===== src/rtl/riscv_rf_ctx_engine_pkg.sv =====
// Shared definitions for the RF context save/restore engine.
//   riscv_dift_config : DIFT enable and the tag type carried alongside every register.
//   riscv_ctx_pkg     : FSM state encoding, first register index and the last-index helper.
// No ports; imported by the interface, the address sequencer and the engine top.

package riscv_dift_config;

    localparam bit DIFT_ACTIVE = 1'b1;
    localparam int DIFT_TAG_W  = 2;

    typedef logic [DIFT_TAG_W-1:0] dift_tag_t;

endpackage

package riscv_ctx_pkg;

    typedef riscv_dift_config::dift_tag_t dift_tag_t;
    localparam bit DIFT_ACTIVE = riscv_dift_config::DIFT_ACTIVE;

    typedef enum logic [1:0] {
        CTX_IDLE,
        CTX_SAVE,
        CTX_RESTORE
    } ctx_state_e;

    // x0 is hardwired to zero, so it is never saved or restored.
    localparam int CTX_FIRST_IDX = 1;

    // With a separate FP file the FP registers sit at 32..63 directly after the
    // X registers, so f0 (address 32) is part of the range.
    function automatic int ctx_last_idx(input bit fpu, input bit zfinx);
        return (fpu && !zfinx) ? 63 : 31;
    endfunction

endpackage


===== src/rtl/riscv_rf_ctx_engine_if.sv =====
// Streaming interface of the RF context engine.
//   Save stream    : out_valid_o/out_ready_i with beat {out_addr_o, out_data_o, out_tag_o}
//   Restore stream : in_valid_i/in_ready_o with beat {in_data_i, in_tag_i}
// Modports:
//   master : the engine side (drives save beats and restore ready)
//   slave  : the peer side (memory/stack logic that consumes saves and sources restores)

interface riscv_rf_ctx_engine_if #(
    parameter int ADDR_WIDTH = 5,
    parameter int DATA_WIDTH = 32
);
    import riscv_ctx_pkg::*;

    logic                  out_valid_o;
    logic                  out_ready_i;
    logic [ADDR_WIDTH-1:0] out_addr_o;
    logic [DATA_WIDTH-1:0] out_data_o;
    dift_tag_t             out_tag_o;

    logic                  in_valid_i;
    logic                  in_ready_o;
    logic [DATA_WIDTH-1:0] in_data_i;
    dift_tag_t             in_tag_i;

    modport master (
        output out_valid_o, out_addr_o, out_data_o, out_tag_o, in_ready_o,
        input  out_ready_i, in_valid_i, in_data_i, in_tag_i
    );

    modport slave (
        input  out_valid_o, out_addr_o, out_data_o, out_tag_o, in_ready_o,
        output out_ready_i, in_valid_i, in_data_i, in_tag_i
    );

endinterface


===== src/rtl/riscv_rf_ctx_addr_seq.sv =====
// Register index sequencer shared by SAVE and RESTORE.
// Ports:
//   clk, rst_n : clock, asynchronous active-low reset
//   load       : restart the sequence at the first register index
//   inc        : advance by one (saturates at LAST_IDX, never wraps)
//   idx        : current register index
//   last       : idx equals LAST_IDX

module riscv_rf_ctx_addr_seq
    import riscv_ctx_pkg::*;
#(
    parameter int ADDR_WIDTH = 5,
    parameter int LAST_IDX   = 31
) (
    input  logic                  clk,
    input  logic                  rst_n,
    input  logic                  load,
    input  logic                  inc,
    output logic [ADDR_WIDTH-1:0] idx,
    output logic                  last
);

    logic [ADDR_WIDTH-1:0] idx_reg;

    assign last = (idx_reg == ADDR_WIDTH'(LAST_IDX));
    assign idx  = idx_reg;

    always_ff @(posedge clk or negedge rst_n) begin
        if (!rst_n) begin
            idx_reg <= '0;
        end else if (load) begin
            idx_reg <= ADDR_WIDTH'(CTX_FIRST_IDX);
        end else if (inc && !last) begin
            idx_reg <= idx_reg + ADDR_WIDTH'(1);
        end
    end

endmodule


===== src/rtl/riscv_rf_ctx_engine.sv =====
// Register-file context save/restore engine.
// SAVE reads registers 1..LAST through one RF read port and streams {addr,data,tag}
// beats out; RESTORE accepts an in-order beat stream and writes registers 1..LAST
// through one RF write port. busy_o tells the integration to mux these RF ports
// onto read/write port A.
// Ports:
//   clk, rst_n                  : clock, asynchronous active-low reset
//   save_req_i, restore_req_i   : start requests, sampled in IDLE only (save wins)
//   abort_i                     : abandon the current operation, no done_o
//   busy_o, done_o              : engine owns the RF ports / 1-cycle completion pulse
//   rf_raddr_o, rf_rdata_i,
//   rf_rtag_i                   : RF read port (data combinational from address)
//   rf_we_o, rf_waddr_o,
//   rf_wdata_o, rf_wtag_o       : RF write port
//   strm                        : save/restore beat streams (master side)

module riscv_rf_ctx_engine
    import riscv_ctx_pkg::*;
#(
    parameter int ADDR_WIDTH = 5,
    parameter int DATA_WIDTH = 32,
    parameter bit FPU        = 1'b0,
    parameter bit Zfinx      = 1'b0
) (
    input  logic                  clk,
    input  logic                  rst_n,
    input  logic                  save_req_i,
    input  logic                  restore_req_i,
    input  logic                  abort_i,
    output logic                  busy_o,
    output logic                  done_o,
    output logic [ADDR_WIDTH-1:0] rf_raddr_o,
    input  logic [DATA_WIDTH-1:0] rf_rdata_i,
    input  dift_tag_t             rf_rtag_i,
    output logic                  rf_we_o,
    output logic [ADDR_WIDTH-1:0] rf_waddr_o,
    output logic [DATA_WIDTH-1:0] rf_wdata_o,
    output dift_tag_t             rf_wtag_o,
    riscv_rf_ctx_engine_if.master strm
);

    localparam int LAST_IDX = ctx_last_idx(FPU, Zfinx);

    ctx_state_e            state_reg;
    ctx_state_e            state_next;
    logic                  done_reg;
    logic                  done_next;
    logic                  rd_pending_reg;
    logic                  out_valid_reg;
    logic [ADDR_WIDTH-1:0] out_addr_reg;
    logic [DATA_WIDTH-1:0] out_data_reg;
    dift_tag_t             out_tag_reg;

    logic                  seq_load;
    logic                  seq_inc;
    logic [ADDR_WIDTH-1:0] idx;
    logic                  idx_last;

    logic in_save;
    logic in_restore;
    logic save_load;
    logic save_fire;
    logic save_end;
    logic in_fire;

    riscv_rf_ctx_addr_seq #(
        .ADDR_WIDTH (ADDR_WIDTH),
        .LAST_IDX   (LAST_IDX)
    ) u_addr_seq (
        .clk   (clk),
        .rst_n (rst_n),
        .load  (seq_load),
        .inc   (seq_inc),
        .idx   (idx),
        .last  (idx_last)
    );

    assign in_save    = (state_reg == CTX_SAVE);
    assign in_restore = (state_reg == CTX_RESTORE);

    // The output register refills whenever a read is outstanding and the slot is
    // empty or being emptied this cycle, giving one beat per cycle under ready=1.
    assign save_load = in_save && rd_pending_reg && (!out_valid_reg || strm.out_ready_i);
    assign save_fire = out_valid_reg && strm.out_ready_i;
    // No read left to issue, so the beat leaving now is the LAST register.
    assign save_end  = in_save && save_fire && !rd_pending_reg;
    assign in_fire   = in_restore && strm.in_valid_i;

    always_ff @(posedge clk or negedge rst_n) begin
        if (!rst_n) begin
            state_reg <= CTX_IDLE;
            done_reg  <= 1'b0;
        end else begin
            state_reg <= state_next;
            done_reg  <= done_next;
        end
    end

    always_comb begin
        state_next = state_reg;
        done_next  = 1'b0;
        seq_load   = 1'b0;
        seq_inc    = 1'b0;
        unique case (state_reg)
            CTX_IDLE: begin
                if (save_req_i) begin
                    state_next = CTX_SAVE;
                    seq_load   = 1'b1;
                end else if (restore_req_i) begin
                    state_next = CTX_RESTORE;
                    seq_load   = 1'b1;
                end
            end
            CTX_SAVE: begin
                if (save_load && !idx_last) begin
                    seq_inc = 1'b1;
                end
                if (save_end) begin
                    state_next = CTX_IDLE;
                    done_next  = 1'b1;
                end
            end
            CTX_RESTORE: begin
                if (in_fire) begin
                    if (idx_last) begin
                        state_next = CTX_IDLE;
                        done_next  = 1'b1;
                    end else begin
                        seq_inc = 1'b1;
                    end
                end
            end
            default: begin
                state_next = CTX_IDLE;
            end
        endcase
        // Abort overrides everything; a restore beat in this cycle is still
        // written because rf_we_o is combinational from the handshake.
        if (abort_i) begin
            state_next = CTX_IDLE;
            done_next  = 1'b0;
            seq_load   = 1'b0;
            seq_inc    = 1'b0;
        end
    end

    always_ff @(posedge clk or negedge rst_n) begin
        if (!rst_n) begin
            rd_pending_reg <= 1'b0;
        end else if (abort_i) begin
            rd_pending_reg <= 1'b0;
        end else if ((state_reg == CTX_IDLE) && (state_next == CTX_SAVE)) begin
            rd_pending_reg <= 1'b1;
        end else if (save_load && idx_last) begin
            rd_pending_reg <= 1'b0;
        end
    end

    always_ff @(posedge clk or negedge rst_n) begin
        if (!rst_n) begin
            out_valid_reg <= 1'b0;
            out_addr_reg  <= '0;
            out_data_reg  <= '0;
            out_tag_reg   <= '0;
        end else if (abort_i) begin
            out_valid_reg <= 1'b0;
        end else if (save_load) begin
            out_valid_reg <= 1'b1;
            out_addr_reg  <= idx;
            out_data_reg  <= rf_rdata_i;
            out_tag_reg   <= DIFT_ACTIVE ? rf_rtag_i : '0;
        end else if (save_fire) begin
            out_valid_reg <= 1'b0;
        end
    end

    assign busy_o           = (state_reg != CTX_IDLE);
    assign done_o           = done_reg;
    assign rf_raddr_o       = in_save ? idx : '0;

    assign strm.out_valid_o = out_valid_reg;
    assign strm.out_addr_o  = out_addr_reg;
    assign strm.out_data_o  = out_data_reg;
    assign strm.out_tag_o   = out_tag_reg;
    assign strm.in_ready_o  = in_restore;

    assign rf_we_o          = in_fire;
    assign rf_waddr_o       = in_restore ? idx : '0;
    assign rf_wdata_o       = in_restore ? strm.in_data_i : '0;
    assign rf_wtag_o        = (in_restore && DIFT_ACTIVE) ? strm.in_tag_i : '0;

endmodule


===== src/flat_wrapper.sv =====
// flat-port wrapper written by rule: the top's interface ports become plain ports
module riscv_rf_ctx_engine_flat import riscv_ctx_pkg::*;
#(
    parameter int ADDR_WIDTH = 5,
    parameter int DATA_WIDTH = 32,
    parameter bit FPU        = 1'b0,
    parameter bit Zfinx      = 1'b0
)
  (clk, rst_n, save_req_i, restore_req_i, abort_i, busy_o, done_o, rf_raddr_o, rf_rdata_i, rf_rtag_i, rf_we_o, rf_waddr_o, rf_wdata_o, rf_wtag_o, strm_out_valid_o, strm_out_addr_o, strm_out_data_o, strm_out_tag_o, strm_in_ready_o, strm_out_ready_i, strm_in_valid_i, strm_in_data_i, strm_in_tag_i);
  riscv_rf_ctx_engine_if #(.ADDR_WIDTH(ADDR_WIDTH), .DATA_WIDTH(DATA_WIDTH)) strm_i ();
  input  logic clk;
  input  logic rst_n;
  input  logic save_req_i;
  input  logic restore_req_i;
  input  logic abort_i;
  output logic busy_o;
  output logic done_o;
  output logic [ADDR_WIDTH-1:0] rf_raddr_o;
  input  logic [DATA_WIDTH-1:0] rf_rdata_i;
  input  dift_tag_t rf_rtag_i;
  output logic rf_we_o;
  output logic [ADDR_WIDTH-1:0] rf_waddr_o;
  output logic [DATA_WIDTH-1:0] rf_wdata_o;
  output dift_tag_t rf_wtag_o;
  output wire logic [$bits(strm_i.out_valid_o)-1:0] strm_out_valid_o;
  output wire logic [$bits(strm_i.out_addr_o)-1:0] strm_out_addr_o;
  output wire logic [$bits(strm_i.out_data_o)-1:0] strm_out_data_o;
  output wire logic [$bits(strm_i.out_tag_o)-1:0] strm_out_tag_o;
  output wire logic [$bits(strm_i.in_ready_o)-1:0] strm_in_ready_o;
  input wire logic [$bits(strm_i.out_ready_i)-1:0] strm_out_ready_i;
  input wire logic [$bits(strm_i.in_valid_i)-1:0] strm_in_valid_i;
  input wire logic [$bits(strm_i.in_data_i)-1:0] strm_in_data_i;
  input wire logic [$bits(strm_i.in_tag_i)-1:0] strm_in_tag_i;
  assign strm_out_valid_o = strm_i.out_valid_o;
  assign strm_out_addr_o = strm_i.out_addr_o;
  assign strm_out_data_o = strm_i.out_data_o;
  assign strm_out_tag_o = strm_i.out_tag_o;
  assign strm_in_ready_o = strm_i.in_ready_o;
  assign strm_i.out_ready_i = strm_out_ready_i;
  assign strm_i.in_valid_i = strm_in_valid_i;
  assign strm_i.in_data_i = strm_in_data_i;
  assign strm_i.in_tag_i = strm_in_tag_i;
  riscv_rf_ctx_engine #(.ADDR_WIDTH(ADDR_WIDTH), .DATA_WIDTH(DATA_WIDTH), .FPU(FPU), .Zfinx(Zfinx)) u_core (.clk(clk), .rst_n(rst_n), .save_req_i(save_req_i), .restore_req_i(restore_req_i), .abort_i(abort_i), .busy_o(busy_o), .done_o(done_o), .rf_raddr_o(rf_raddr_o), .rf_rdata_i(rf_rdata_i), .rf_rtag_i(rf_rtag_i), .rf_we_o(rf_we_o), .rf_waddr_o(rf_waddr_o), .rf_wdata_o(rf_wdata_o), .rf_wtag_o(rf_wtag_o), .strm(strm_i));
endmodule

===== config.mk =====
export PLATFORM = sky130hd
export DESIGN_NAME = riscv_rf_ctx_engine_flat
export DESIGN_NICKNAME = d
export VERILOG_FILES = /design/src/rtl/riscv_rf_ctx_engine_pkg.sv /design/src/rtl/riscv_rf_ctx_engine_if.sv /design/src/rtl/riscv_rf_ctx_addr_seq.sv /design/src/rtl/riscv_rf_ctx_engine.sv /design/src/flat_wrapper.sv
export SDC_FILE = /design/constraint.sdc
export NUM_CORES = 1
export LEC_CHECK = 0
export ABC_CLOCK_PERIOD_IN_PS = 3200
export CORE_UTILIZATION = 45
export CTS_BUF_LIST = sky130_fd_sc_hd__clkbuf_8
export DETAILED_ROUTE_END_ITERATION = 6
export DONT_BUFFER_PORTS = 1
export GPL_ROUTABILITY_DRIVEN = 0
export SLEW_MARGIN = 20
export SYNTH_ARGS = -nofsm -noshare
export SYNTH_HDL_FRONTEND = slang
export SYNTH_HIERARCHICAL = 1
export SYNTH_SLANG_ARGS = --single-unit

===== constraint.sdc =====
create_clock -name clk -period 3.2 [get_ports clk]
set_input_delay 0.8 -clock clk [delete_from_list [all_inputs] [get_ports clk]]
set_output_delay 0.8 -clock clk [all_outputs]
set_load 0.01 [all_outputs]

==> qor.yml <==
outcome:
  status: "finished clean"
final_layout:
  layout.nets: 276
  stdcell_count: 266
  nFillCells: 456
  area_delta_synth_final_pct: 6.16
  diodes: 0
  drive_above_1_share_pct: 27.0
  largest_reg_flops: 32
  final_util_pct: 50.0
yosys:
  syn_inst: 196
  yosysMostFrequentCell: "dfrtp_1"
  synthTopCellsByArea: "dfrtp_1, mux2_2, and2_1, mux2_4, ha_1"
  synth.avg_cell_area_sq_um: 12.3
  synth_area_sq_um: 2420
  yosysSeqAreaShare_pct: 50.7
  synth_commonest_cells: "dfrtp_1, and2_1, mux2_2"
  synth_edf_count: 0
  syn_nets: 277
  yosys.area.top_type: "dfrtp_1"
  synth_cell_types: 35
  ys_warn_count: 6
  ys_ff_latch: 49
  async_flop_share_pct: 100
  synthFlopType: "dfrtp_1"
  yosys.area.top_type_share_pct: 50.7
worst_setup_path:
  critical_path_class: "flop to primary output"
  cp_cell_sequence: "inv_1 > ha_1 > buf_4 > and2_1"
  max_stage_delay_ps: 430
  r2r_cells: 7
  cp_num_buf_inv: 2
  critPathLaunchType: "flop"
  path_max_fanout: 31
  end_kind: "primary output"
  timing.rr.start: "u_core/u_addr_seq/idx[0]"
  crit_required_ps: 2400
  reg2reg_to: "u_core/u_addr_seq/idx[3]"
  cp.arrival_ps: 1740
  worst-r2r-setup-slack_ps: 890
  slowest_stage: "dfrtp_1"
  cp_top_family: "flip-flops"
power_and_ir_drop:
  power_density_nw_per_um2: 717
  p_total_w: 0.00184
  p_leak_nw: 1.18
  peakVddDrop_uv: 342
clock_tree:
  cts_tree: "done"
  cts_buffer_depth: 2
  htreeDepth: 2
  post-cts-setup-buffers: 0
  numCtsBuffers: 5
  cts.reportedPaths.clkPinSlew_ps: 90
  clk_latency_ps: 290
  root_buffer: "clkbuf_8"
  clock-sinks: 49
  ctsHoldBuffers: 0
  post_cts_resized: 0
detailed_routing:
  drc: 0
  drt-vias-per-instance: 5.57
  num_vias: 1481
  drt_pre_antenna_iters: 4
  wl_per_cell_um: 20.5
  ant_nets: 0
  first_iter_violations: 97
  routed_wl_mm: 5.44
grt:
  grt_usage_pct: 19.2
  grt_pass1_wl_mm: 7.76
  grt_max_degree: 50
  grt_pass1_vias: 1506
  antenna_found_initial: 0
  grt_overflow: 0
placement:
  place_ws_ps: 913
  dp.cells: 258
  io_buffers: 0
  hpwl_mm: 4.22
sta:
  hold_viol_final: 0
  setup_tns_ps: 0
  worst_pin_slew_ps: 626
  fin_crit_sh_pct: 79.3
  finalWorstSetupSlack_ps: 664
  rsz0062_at_grt: "false"
  slew_viol_final: 0
  skew_ps: 3.60
  fin_crit_ps: 2540
  slew_headroom_pct: 58.0
  setup_viol: 0
  max_freq_mhz: 394
die:
  initial_core_util_pct: 47.1
  placementRows: 26
  die_w_um: 75.3
  pin_count: 163
  coreArea_sq_um: 5140
  design.die.area_sq_um: 5670
  die_y_um: 75.3
worst_hold_path:
  hold_class: "input pin to async pin"
run:
  cap_violations: 0
layer usage:
layer | track usage [%] | vias up | share of wire [%]
met5 | 0 | - | 0
met4 | 4.94 | 0 | 0.64
met3 | 7.01 | 4 | 8.2
met2 | 37.9 | 94 | 57
met1 | 18.7 | 733 | 34
li1 | - | 650 | -
cells by family (layout without fill, tap and decap cells):
group                      Yosys count  count (layout)  share of synthesized area (%)
DFF                                 49              49                           50.7
buffers and inverters               16              16                           3.88
adders and majority gates            6               6                           3.10
AOI/OAI and AO/OA                   12              12                           3.16
muxes                               41              41                           20.5
and+or+nand+nor                     70              70                           17.9
xor gates and xnor gates             2               2                          0.724
power breakdown:
group	internal, W	switching (W)
combinational	0.000219	0.000119
clock	0.000200	0.000195
sequential	0.000840	0.000269
total	0.00126	0.000583
per-stage QoR:
| step | instance area (sq um) | hold slack (ps) |
|---|---|---|
| after detailed placement | 2460 | 505 |
| after floorplan | 2420 | 504 |
| after global routing | 2570 | 162 |
| after CTS | 2570 | 178 |
| final | 2570 | 189 |
| after global placement | 2460 | 505 |
layout make-up:
type,instances,area [sq um],area share (%)
inverters,6,22.5,0.877
repair buffers,2,27.5,1.07
clock inverters,1,8.76,0.341
flip-flops and latches,49,1230,47.8
clock buffers,7,96.3,3.75
well taps,70,87.6,3.41
multi-input cells,131,1100,42.8
how the worst max path moves through the flow:
stage                                      end                start  depth (start not counted)  slack, ps
floorplan             u_core/u_addr_seq/idx[3]  u_core/state_reg[0]                          9       1140
global placement     u_core/strm.out_addr_o[0]     strm_out_ready_i                          5       1000
detailed placement  u_core/strm.out_data_o[18]  u_core/state_reg[1]                          6        910
CTS                              rf_wdata_o[1]  u_core/state_reg[0]                          4        660
global route                     rf_wdata_o[1]  u_core/state_reg[0]                          4        510
finish                           rf_wdata_o[1]  u_core/state_reg[0]                          4        660
cells in the final DEF (no fill, tap or decap), drive strengths merged:
cell type / n
a21oi: 4
and2: 44
a211oi: 1
nand3b: 2
mux2i: 2
o22ai: 1
nor3: 2
inv: 7
o21ai: 2
ha: 6
clkbuf: 7
and3: 1
a31o: 1
nand4: 1
a22oi: 1
nor2: 6
o21a: 1
xor2: 2
mux2: 39
or3: 1
nor2b: 1
a311oi: 1
nand2b: 4
dfrtp: 49
buf: 2
nand3: 2
nand2: 6
worst reg2reg max path, delay by kind of cell (launching register included):
kind	cells	cell delay (ps)
flip-flops	1	460
AND/OR/NAND/NOR	3	780
adder cells (fa/ha/maj)	2	500
AO/OA/AOI/OAI	2	480
(Power assumes the default switching activity.)
